`config.mk`:
```
export PLATFORM = sky130hd
export DESIGN_NAME = booth_multiply_radix4_fsmd
export DESIGN_NICKNAME = d
export VERILOG_FILES = /design/src/rtl/booth_pkg.sv /design/src/rtl/booth_radix4_encoder.sv /design/src/rtl/booth_multiply_radix4_fsmd.sv
export SDC_FILE = /design/constraint.sdc
export NUM_CORES = 1
export LEC_CHECK = 0
export CAP_MARGIN = 20
export CELL_PAD_IN_SITES_DETAIL_PLACEMENT = 0
export CELL_PAD_IN_SITES_GLOBAL_PLACEMENT = 1
export CORE_AREA = 4 4 88 90
export CTS_CLUSTER_SIZE = 25
export DETAILED_ROUTE_END_ITERATION = 6
export DIE_AREA = 0 0 92 94
export GPL_ROUTABILITY_DRIVEN = 0
export GPL_TIMING_DRIVEN = 0
export PLACE_DENSITY = 0.84
export SLEW_MARGIN = 20
export SYNTH_ARGS = -nofsm -noshare
export SYNTH_HDL_FRONTEND = slang
export SYNTH_SLANG_ARGS = --single-unit
```
`constraint.sdc`:
```
create_clock -name clk_i -period 5.9 [get_ports clk_i]
set_input_delay 0.59 -clock clk_i [delete_from_list [all_inputs] [get_ports clk_i]]
set_output_delay 0.59 -clock clk_i [all_outputs]
set_load 0.05 [all_outputs]
```
`src/rtl/booth_pkg.sv`:
```
// Purpose : shared types, constants and helpers for the radix-4 Booth multiplier.
// Latency : n/a (declarations only).
// Backpressure: n/a.
// Contents: state_t FSM encoding, Booth select codes, booth_iter(), booth_sel().
package booth_pkg;

  typedef enum logic [1:0] {
    IDLE = 2'd0,
    CALC = 2'd1,
    DONE = 2'd2
  } state_t;

  // Booth partial-product select codes
  localparam logic [2:0] ZERO = 3'd0;
  localparam logic [2:0] PM   = 3'd1;
  localparam logic [2:0] P2M  = 3'd2;
  localparam logic [2:0] NM   = 3'd3;
  localparam logic [2:0] N2M  = 3'd4;

  // Number of radix-4 steps needed to consume a (width+2)-bit extended multiplier
  function automatic int booth_iter(input int width);
    return (width + 2) / 2;
  endfunction

  // Maps the triplet {q[1], q[0], q_-1} onto a partial-product select
  function automatic logic [2:0] booth_sel(input logic [2:0] triplet);
    logic [2:0] sel;
    case (triplet)
      3'b001, 3'b010: sel = PM;
      3'b011:         sel = P2M;
      3'b100:         sel = N2M;
      3'b101, 3'b110: sel = NM;
      default:        sel = ZERO;
    endcase
    return sel;
  endfunction

endpackage

```
`src/rtl/booth_radix4_encoder.sv`:
```
// Purpose : radix-4 Booth encoder; turns a triplet plus extended M into a signed addend.
// Latency : combinational.
// Backpressure: none.
// Ports   : i_triplet {q1,q0,q_1}; i_m_ext multiplicand extended to WIDTH+2 bits;
//           o_addend WIDTH+3-bit two's-complement addend (0, +-M or +-2M).
module booth_radix4_encoder
  import booth_pkg::*;
#(
  parameter int WIDTH = 8
) (
  input  logic [2:0]       i_triplet,
  input  logic [WIDTH+1:0] i_m_ext,
  output logic [WIDTH+2:0] o_addend
);

  logic [WIDTH+2:0] w_m;
  logic [WIDTH+2:0] w_m2;

  // +M sign-extended by one more bit; +2M is a left shift, and the extra bit
  // keeps 2*(most negative) representable.
  assign w_m  = {i_m_ext[WIDTH+1], i_m_ext};
  assign w_m2 = {i_m_ext, 1'b0};

  always_comb begin
    o_addend = '0;
    case (booth_sel(i_triplet))
      PM:      o_addend = w_m;
      P2M:     o_addend = w_m2;
      NM:      o_addend = -w_m;
      N2M:     o_addend = -w_m2;
      default: o_addend = '0;
    endcase
  end

endmodule

```
`src/rtl/booth_multiply_radix4_fsmd.sv`:
```
// Purpose : iterative radix-4 Booth multiplier, signed or unsigned per operation.
// Latency : accept at cycle 0, data_valid_o in cycle ITER+1, ready_o again in ITER+2.
// Backpressure: start_i ignored unless ready_o (IDLE); no output stall, result pulses once.
// Ports   : clk_i, reset_i (sync, active-high), start_i/ready_o handshake, signed_i mode,
//           multiplicand_i/multiplier_i operands, data_valid_o pulse, product_o (2*WIDTH).
// Option  : define BOOTH_ZERO_BYPASS_EN to skip CALC when either operand is zero.
module booth_multiply_radix4_fsmd
  import booth_pkg::*;
#(
  parameter int WIDTH = 8,
  parameter int ITER  = booth_iter(WIDTH)
) (
  input  logic                 clk_i,
  input  logic                 reset_i,
  input  logic                 start_i,
  input  logic                 signed_i,
  input  logic [WIDTH-1:0]     multiplicand_i,
  input  logic [WIDTH-1:0]     multiplier_i,
  output logic                 ready_o,
  output logic                 data_valid_o,
  output logic [2*WIDTH-1:0]   product_o
);

  localparam int EW = WIDTH + 2;   // extended operand width
  localparam int SW = WIDTH + 3;   // adder width
  localparam int CW = $clog2(ITER);

  state_t             r_state;
  logic               r_signed;
  logic [WIDTH-1:0]   r_mcand;
  logic [EW-1:0]      r_acc;
  logic [EW-1:0]      r_q;
  logic               r_q_1;
  logic [CW-1:0]      r_count;
  logic [2*WIDTH-1:0] r_product;

  logic [EW-1:0]      w_mcand_ext;
  logic [EW-1:0]      w_mplier_ext;
  logic [2:0]         w_triplet;
  logic [SW-1:0]      w_addend;
  logic [SW-1:0]      w_sum;
  logic [EW-1:0]      w_acc_nxt;
  logic [EW-1:0]      w_q_nxt;
  logic [2*WIDTH-1:0] w_prod_nxt;
  logic               w_bypass;

  // Only the raw multiplicand and the mode are stored; the extension is
  // rebuilt each CALC cycle from them.
  assign w_mcand_ext  = r_signed ? {{2{r_mcand[WIDTH-1]}}, r_mcand} : {2'b00, r_mcand};
  assign w_mplier_ext = signed_i ? {{2{multiplier_i[WIDTH-1]}}, multiplier_i}
                                 : {2'b00, multiplier_i};
  assign w_triplet    = {r_q[1:0], r_q_1};

  booth_radix4_encoder #(
    .WIDTH (WIDTH)
  ) u_enc (
    .i_triplet (w_triplet),
    .i_m_ext   (w_mcand_ext),
    .o_addend  (w_addend)
  );

  assign w_sum = {r_acc[EW-1], r_acc} + w_addend;

  // Arithmetic shift right by 2 of the {sum, q, q_1} chain. The sum's two
  // low bits drop into the top of q; acc is re-sign-extended to EW bits.
  assign w_acc_nxt  = {w_sum[SW-1], w_sum[SW-1:2]};
  assign w_q_nxt    = {w_sum[1:0], r_q[EW-1:2]};
  // Low 2*WIDTH bits of {acc, q} after the final shift.
  assign w_prod_nxt = {w_acc_nxt[WIDTH-3:0], w_q_nxt};

`ifdef BOOTH_ZERO_BYPASS_EN
  assign w_bypass = (multiplicand_i == '0) || (multiplier_i == '0);
`else
  assign w_bypass = 1'b0;
`endif

  always_ff @(posedge clk_i) begin
    if (reset_i) begin
      r_state   <= IDLE;
      r_signed  <= 1'b0;
      r_mcand   <= '0;
      r_acc     <= '0;
      r_q       <= '0;
      r_q_1     <= 1'b0;
      r_count   <= '0;
      r_product <= '0;
    end else begin
      case (r_state)
        IDLE: begin
          if (start_i) begin
            r_signed <= signed_i;
            r_mcand  <= multiplicand_i;
            r_acc    <= '0;
            r_q      <= w_mplier_ext;
            r_q_1    <= 1'b0;
            r_count  <= '0;
            if (w_bypass) begin
              r_product <= '0;
              r_state   <= DONE;
            end else begin
              r_state   <= CALC;
            end
          end
        end
        CALC: begin
          r_acc   <= w_acc_nxt;
          r_q     <= w_q_nxt;
          r_q_1   <= r_q[1];
          r_count <= r_count + 1'b1;
          // Product is captured on the last step so it is already valid
          // during the DONE cycle that carries data_valid_o.
          if (r_count == CW'(ITER - 1)) begin
            r_product <= w_prod_nxt;
            r_state   <= DONE;
          end
        end
        DONE:    r_state <= IDLE;
        default: r_state <= IDLE;
      endcase
    end
  end

  assign ready_o      = (r_state == IDLE);
  assign data_valid_o = (r_state == DONE);
  assign product_o    = r_product;

endmodule

```
==> qor.tcl, run 1 <==
set qor(worstPathBufferInverterCount) 1
set qor(final_layout_size_suffix_gt1_frac) 0.04138
set qor(min_path_type) {register to register}
set qor(drt_first_iter_violations) 211
set qor(report.final.slew_viol_count) 0
set qor(clock_tree.htree_level_count) 2
set qor(critPathRequiredTime_ns) 6.10
set qor(critPathArrivalTime_ns) 3.99
set qor(cts_hold_repair.buffers) 0
set qor(cts.root.buffer_cell) {sky130_fd_sc_hd__clkbuf_8}
set qor(drc) 0
set qor(synth_top_cells_by_count) {87 x sky130_fd_sc_hd__nand2_1, 50 x sky130_fd_sc_hd__dfxtp_1, 48 x sky130_fd_sc_hd__a21oi_1}
set qor(netlist-cell-type-count) 53
set qor(top_usage_layer) {met2}
set qor(routed_wirelength_mm) 8.038
set qor(p_per_area_nw_per_um2) 219.0
set qor(post-synth-top-count-cell) {sky130_fd_sc_hd__nand2_1}
set qor(setup_viol_count_final) 0
set qor(clk_sinks) 50
set qor(vias) 2884
set qor(area_of_combinational_cells_with_multiple_inputs_um2) 1794
set qor(first_global_vias) 2687
set qor(die_area_um2) 8648
set qor(timing.clock.skew_ns) 0.009269
set qor(synth_seq_area_share) 0.3380
set qor(synth_edf_count) 0
set qor(cts_tree) {built}
set qor(final.period_utilization) 0.6421
set qor(drt-pass1-iter-count) 5
set qor(unrepaired_setup_endpoints_after_global_routing) {false}
set qor(start_util) 0.4195
set qor(fp-row-count) 31
set qor(placeableCoreArea_um2) 7059
set qor(run_status) {completed}
set qor(vdd_ir_drop_max_uv) 118.5
set qor(synthCells) 391
set qor(area_growth_syn_to_layout_pct) 19.56
set qor(avgViaCountPerCell) 5.401
set qor(dpl.hpwl_mm) 6.001
set qor(n_antenna_cell) 0
set qor(synthesis.nets) 425
set qor(finalHoldViolations) 0
set qor(die-height_um) 94
set qor(clk_latency_ns) 0.31
set qor(path_max_fanout) 5
set qor(footprint_of_the_flip_flops_and_latches_um2) 1001
set qor(max-clock-path-buffers) 2
set qor(grtUsageMet3) 0.02885
set qor(boundaryPins) 38
set qor(holdWs_ns) 0.4568
set qor(max_slew.worst_pin.slew_ns) 0.6836
set qor(cts_post_setup_buffers_inserted) 0
set qor(layout.filler_cells) 757
set qor(netlist_top_cells_area) {sky130_fd_sc_hd__dfxtp_1 34%, sky130_fd_sc_hd__nand2_1 11%, sky130_fd_sc_hd__a21oi_1 8.1%}
set qor(global_route.overflow_total) 0
set qor(post-route-min-period_ns) 3.789
set qor(synth.top_cell.area_share) 0.3380
set qor(timing.fmax_mhz) 264.0
set qor(gr-usage-met1) 0.2740
set qor(start_kind) {register}
set qor(final_core_util) 0.5016
set qor(max_incr_delay_on_cp_ns) 0.53
set qor(fin_setup_tns_ns) 0
set qor(met2_usage) 0.3029
set qor(grt_first_pass_wirelength_mm) 13.21
set qor(timing.max_cap.violations) 0
set qor(grt_max_degree) 16
set qor(timing.critical_path.slowest_stage_cell) {sky130_fd_sc_hd__mux4_1}
set qor(final_net_count) 468
set qor(groute.usage.overall) 0.1911
set qor(synth_top_cell_by_area) {sky130_fd_sc_hd__dfxtp_1}
set qor(critical_path.cell_chain) {inv_1, ha_1, or3b_4, or3_4, xnor2_2, a21oi_1, mux4_1, ha_1, a211o_1, a311oi_1, o21ai_0, a21oi_1, nor4_1, a211o_1}
set qor(clkSlewWorstSetupHoldPaths_ns) 0.09
set qor(cts_bufs_inserted) 5
set qor(yosys_most_used_dff) {sky130_fd_sc_hd__dfxtp_1}
set qor(critical-path-top-delay-family) {compound AO/OA/AOI/OAI gates}
set qor(numPortBuffers) 36
set qor(power_leakage_uw) 0.001314
set qor(slew-limit-headroom) 0.5443
set qor(ys_warn_count) 0
set qor(syn-cell-area_um2) 2962
set qor(synth_seq_cells) 50
set qor(number_of_gates_given_a_new_drive_strength_after_cts) 0
set qor(worstSetupEndpointType) {register}
set qor(final_antenna_net_count) 0
set qor(floorplan.die.width_um) 92
set qor(setup.worst_path.class) {register to register}
set qor(async_reset_ff_frac) 0
set qor(post_syn_area_per_cell_um2) 7.574
set qor(route.detailed.wl_per_inst_um) 15.05
set qor(antenna_violations_before_repair) 0
## path summary, 6_finish.rpt
path | start | end | slack (ns) | cells past startpoint
setup / recovery | r_mcand[0] | r_acc[7] | 2.11 | 14
hold / removal | product_o[8] | product_o[8] | 0.46 | 2
setup reg to reg | r_mcand[0] | r_acc[7] | 2.11 | 14
hold reg to reg | product_o[8] | product_o[8] | 0.46 | 2
## state kept, by name (all words and copies together) (netlist names)
name / cells
product_o: 16
r_q: 10
r_acc: 9
r_mcand: 8
r_count: 3
r_state: 2
r_q_1: 1
r_signed: 1
## cell type report
class	instances	share of cell area
clock buffers	7	0.02438
multi-input cells	301	0.5067
well taps	99	0.03498
flip-flops and latches	50	0.2827
plain buffers	29	0.03534
inverters	11	0.01166
clock inverters	1	0.002473
repair buffers	36	0.1018
## cell families after synthesis
group / Yosys count / synth area share
muxes: 8 / 0.03718
and+or+nand+nor: 161 / 0.2446
xor gates and xnor gates: 13 / 0.04098
AOI/OAI and AO/OA: 104 / 0.2180
adders and majority gates: 15 / 0.06506
DFF: 50 / 0.3380
buffers and inverters: 40 / 0.05619
## metrics by stage
step,worst slack (ns),area (um^2),cells,total power (uW)
2_1_floorplan,2.511,2962,391,507.1
3_3_place_gp,2.201,3446,526,560.5
3_5_place_dp,2.113,3446,526,562.9
4_1_cts,2.089,3541,534,776.0
5_1_grt,1.928,3541,534,816.5
6_report,2.111,3541,534,775.4
## worst register-to-register path: stages (launching register included)
cell                       delay, ns
sky130_fd_sc_hd__dfxtp_1        0.36
sky130_fd_sc_hd__inv_1          0.09
sky130_fd_sc_hd__ha_1           0.20
sky130_fd_sc_hd__or3b_4         0.43
sky130_fd_sc_hd__or3_4          0.36
sky130_fd_sc_hd__xnor2_2        0.15
sky130_fd_sc_hd__a21oi_1        0.08
sky130_fd_sc_hd__mux4_1         0.53
sky130_fd_sc_hd__ha_1           0.24
sky130_fd_sc_hd__a211o_1        0.34
sky130_fd_sc_hd__a311oi_1       0.21
sky130_fd_sc_hd__o21ai_0        0.13
sky130_fd_sc_hd__a21oi_1        0.27
sky130_fd_sc_hd__nor4_1         0.07
sky130_fd_sc_hd__a211o_1        0.23
## layout by cell type (no fill, tap or decap), types with 3 or more instances in the layout
| cell type | count |
|---|---|
| sky130_fd_sc_hd__mux2i_1 | 5 |
| sky130_fd_sc_hd__o21a_1 | 4 |
| sky130_fd_sc_hd__a311oi_1 | 8 |
| sky130_fd_sc_hd__ha_1 | 13 |
| sky130_fd_sc_hd__a21oi_1 | 48 |
| sky130_fd_sc_hd__inv_1 | 11 |
| sky130_fd_sc_hd__clkbuf_1 | 25 |
| sky130_fd_sc_hd__nand4b_1 | 3 |
| sky130_fd_sc_hd__nand2_1 | 87 |
| sky130_fd_sc_hd__o21ai_0 | 13 |
| sky130_fd_sc_hd__xnor2_1 | 9 |
| sky130_fd_sc_hd__dfxtp_1 | 50 |
| sky130_fd_sc_hd__and2_1 | 3 |
| sky130_fd_sc_hd__a31oi_1 | 4 |
| sky130_fd_sc_hd__clkdlybuf4s50_1 | 36 |
| sky130_fd_sc_hd__nand2b_1 | 8 |
| sky130_fd_sc_hd__xor2_1 | 3 |
| sky130_fd_sc_hd__nor3_1 | 3 |
| sky130_fd_sc_hd__clkbuf_8 | 6 |
| sky130_fd_sc_hd__a21o_1 | 5 |
| sky130_fd_sc_hd__nor2_1 | 30 |
| sky130_fd_sc_hd__nand3_1 | 13 |
| sky130_fd_sc_hd__a211oi_1 | 4 |
## power breakdown
part	total (uW)	switching, uW	internal [uW]
registers	365	12.8	352
clock network	217	120	97.3
logic	194	114	79.6
## metal layers
metal  share of wire  vias up
met2            0.45       70
li1                -     1455
met1            0.49     1347
met3           0.045       12
met4           0.015        0
met5               0        -
Power figures use the tool's default switching activity.
==> run 2, diff against run 1 <==
--- a/config.mk
+++ b/config.mk
@@ -8,13 +8,13 @@
 export CAP_MARGIN = 20
 export CELL_PAD_IN_SITES_DETAIL_PLACEMENT = 0
 export CELL_PAD_IN_SITES_GLOBAL_PLACEMENT = 1
-export CORE_AREA = 4 4 88 90
+export CORE_AREA = 4 4 90 92
 export CTS_CLUSTER_SIZE = 25
 export DETAILED_ROUTE_END_ITERATION = 6
-export DIE_AREA = 0 0 92 94
+export DIE_AREA = 0 0 94 96
 export GPL_ROUTABILITY_DRIVEN = 0
 export GPL_TIMING_DRIVEN = 0
-export PLACE_DENSITY = 0.84
+export PLACE_DENSITY = 0.81
 export SLEW_MARGIN = 20
 export SYNTH_ARGS = -nofsm -noshare
 export SYNTH_HDL_FRONTEND = slang
==> constraint.sdc (replaced) <==
create_clock -name clk_i -period 3.6 [get_ports clk_i]
set_input_delay 0.36 -clock clk_i [delete_from_list [all_inputs] [get_ports clk_i]]
set_output_delay 0.36 -clock clk_i [all_outputs]
set_load 0.05 [all_outputs]
==> run 2 against run 1 <==
Routed wire length rose by 4.1%; register-to-register slack lost 2.0 ns; global-route usage down 0.21 points; final area increased by 2.8%; combinational power up 70%; cell count is 0.56% higher; critical path type unchanged; fmax is 8.1% higher; via count increased by 0.80%.
==> qor.tcl, run 2 (synthesis results as in run 1) <==
set qor(final.period_utilization) 0.9734
set qor(hold_path_startpoint) {product_o[1]}
set qor(min_path_type) {register to register}
set qor(report.final.slew_viol_count) 0
set qor(number_of_flip_flops_under_the_largest_register_name) 16
set qor(avgViaCountPerCell) 5.413
set qor(boundaryPins) 38
set qor(clkSlewWorstSetupHoldPaths_ns) 0.09
set qor(fp-row-count) 31
set qor(run_status) {completed}
set qor(critical_path.reg2reg.startpoint) {r_mcand[1]}
set qor(clk_sinks) 50
set qor(vdd_ir_drop_max_uv) 215.6
set qor(final_antenna_net_count) 0
set qor(finish.instance_area_um2) 3641
set qor(route.detailed.wl_per_inst_um) 15.58
set qor(grt_first_pass_wirelength_mm) 13.49
set qor(first_global_vias) 2750
set qor(footprint_of_the_flip_flops_and_latches_um2) 1006
set qor(clk_latency_ns) 0.30
set qor(final_core_util) 0.5047
set qor(cts_tree) {built}
set qor(drc) 0
set qor(layout.cells.most_common) {sky130_fd_sc_hd__nand2_1}
set qor(cts_bufs_inserted) 5
set qor(clock_tree.htree_level_count) 2
set qor(vias) 2907
set qor(r2r_setup_slack_ns) 0.1
set qor(global_route.overflow_total) 0
set qor(critPathArrivalTime_ns) 3.71
set qor(post-route-min-period_ns) 3.504
set qor(cts.root.buffer_cell) {sky130_fd_sc_hd__clkbuf_8}
set qor(antenna_violations_before_repair) 0
set qor(worst-r2r-cell-count) 15
set qor(cts_hold_repair.buffers) 0
set qor(floorplan.die.width_um) 94
set qor(worstSetupEndpointType) {register}
set qor(numPortBuffers) 36
set qor(area_growth_syn_to_layout_pct) 22.94
set qor(drt-pass1-iter-count) 4
set qor(finalHoldViolations) 0
set qor(max-clock-path-buffers) 2
set qor(timing.max_cap.violations) 0
set qor(crit-reg2reg-capture) {r_acc[8]}
set qor(layout.filler_cells) 763
set qor(placeableCoreArea_um2) 7214
set qor(area_of_combinational_cells_with_multiple_inputs_um2) 1849
set qor(grt_max_degree) 16
set qor(setup_viol_count_final) 0
set qor(slew-limit-headroom) 0.6273
set qor(placed_cell_area_um2) 3446
set qor(path_max_fanout) 6
set qor(setup.worst_path.class) {register to register}
set qor(critPathRequiredTime_ns) 3.81
set qor(hold_path_depth) 2
set qor(n_antenna_cell) 0
set qor(timing.clock.skew_ns) 0.006758
set qor(most_used_cells_in_the_layout_excluding_fill_and_tap_cells) {87 x sky130_fd_sc_hd__nand2_1, 48 x sky130_fd_sc_hd__dfxtp_1, 47 x sky130_fd_sc_hd__a21oi_1, 36 x sky130_fd_sc_hd__clkdlybuf4s50_1, 30 x sky130_fd_sc_hd__nor2_1}
set qor(die-height_um) 96
set qor(drt_first_iter_violations) 174
set qor(final_net_count) 471
set qor(timing.fmax_mhz) 285.4
set qor(start_kind) {register}
set qor(min_to) {product_o[1]}
set qor(dpl.hpwl_mm) 6.296
set qor(p_per_area_nw_per_um2) 363.8
set qor(power_leakage_uw) 0.001338
set qor(routed_wirelength_mm) 8.365
set qor(max_slew.worst_pin.slew_ns) 0.5591
set qor(start_util) 0.4105
set qor(final_layout_size_suffix_gt1_frac) 0.08219
set qor(die_area_um2) 9024
set qor(groute.usage.overall) 0.1889
==> run 2: cell types whose count changed in the layout (fill, tap and decap cells not counted), moves of 2 or more <==
cell,change
sky130_fd_sc_hd__buf_4,+3
sky130_fd_sc_hd__inv_1,-2
sky130_fd_sc_hd__ha_1,-3
sky130_fd_sc_hd__clkbuf_2,+2
sky130_fd_sc_hd__clkbuf_1,-2
sky130_fd_sc_hd__inv_2,+2
sky130_fd_sc_hd__dfxtp_1,-2
sky130_fd_sc_hd__ha_4,+2
==> run 2: what timing repair did <==
| item | in CTS | in global routing |
|---|---|---|
| setup endpoints to repair | 2 | 3 |
| pin swaps | 2 | 4 |
| buffers inserted | 1 | 2 |
| cloned | 0 | 0 |
| gates resized for setup | 7 | 14 |
==> run 2: critical path: stages (launching register included) <==
cell and delay, ns:
sky130_fd_sc_hd__dfxtp_4 0.38, sky130_fd_sc_hd__inv_2 0.08, sky130_fd_sc_hd__ha_4 0.14, sky130_fd_sc_hd__or3b_4 0.41
sky130_fd_sc_hd__or3_4 0.35, sky130_fd_sc_hd__xnor2_2 0.15, sky130_fd_sc_hd__nor2_1 0.06, sky130_fd_sc_hd__o21bai_1 0.15
sky130_fd_sc_hd__mux4_2 0.50, sky130_fd_sc_hd__ha_4 0.24, sky130_fd_sc_hd__o21a_1 0.12, sky130_fd_sc_hd__o21a_1 0.20
sky130_fd_sc_hd__o311ai_1 0.10, sky130_fd_sc_hd__nand2_1 0.12, sky130_fd_sc_hd__and3_4 0.16, sky130_fd_sc_hd__o41ai_2 0.26
==> run 2: per-layer routing <==
metal / up-vias / GRT usage / wire length (um)
met3: 7 / 0.02267 / 263
met2: 57 / 0.3176 / 3939
met5: - / 0 / 0
met4: 0 / 0.03971 / 61
li1: 1458 / - / -
met1: 1385 / 0.2611 / 4101
==> run 2: area by class of cell <==
cell class                      instances  share of cell area
Tap cell                               99             0.03402
Timing Repair Buffer                   39              0.1052
Clock buffer                            6             0.01993
Sequential cell                        50              0.2763
Inverter                               11             0.01134
Clock inverter                          2             0.01031
Multi-Input combinational cell        301              0.5079
Buffer                                 29             0.03505
==> run 2: how the worst max path moves through the flow <==
| stage | start | to | slack (ns) | cells past startpoint |
|---|---|---|---|---|
| 2_1_floorplan | r_mcand[0] | r_acc[7] | 0.21 | 14 |
| 3_3_place_gp | r_mcand[0] | r_acc[7] | -0.17 | 14 |
| 3_5_place_dp | r_mcand[0] | r_acc[7] | -0.20 | 14 |
| 4_1_cts | r_mcand[1] | r_acc[7] | 0.005 | 14 |
| 5_1_grt | r_mcand[0] | r_acc[8] | -0.02 | 15 |
| 6_report | r_mcand[1] | r_acc[8] | 0.1 | 15 |
==> run 2: where the power goes <==
| part | total (uW) | switching (uW) | internal (uW) |
|---|---|---|---|
| combinational | 330 | 191 | 139 |
| clock | 396 | 188 | 208 |
| sequential | 599 | 22.3 | 576 |
==> run 2: stage by stage <==
step	setup TNS, ns	total power, uW	setup slack [ns]	hold slack [ns]	std cells
after global routing	-0.03135	1397	-0.01950	0.4917	537
after floorplan	0	831.1	0.2113	0.4455	391
after detailed placement	-0.3396	925.0	-0.1999	0.4484	526
after global placement	-0.2499	920.6	-0.1728	0.4452	526
final	0	1325	0.09569	0.4580	537
after CTS	0	1322	0.005284	0.4618	535
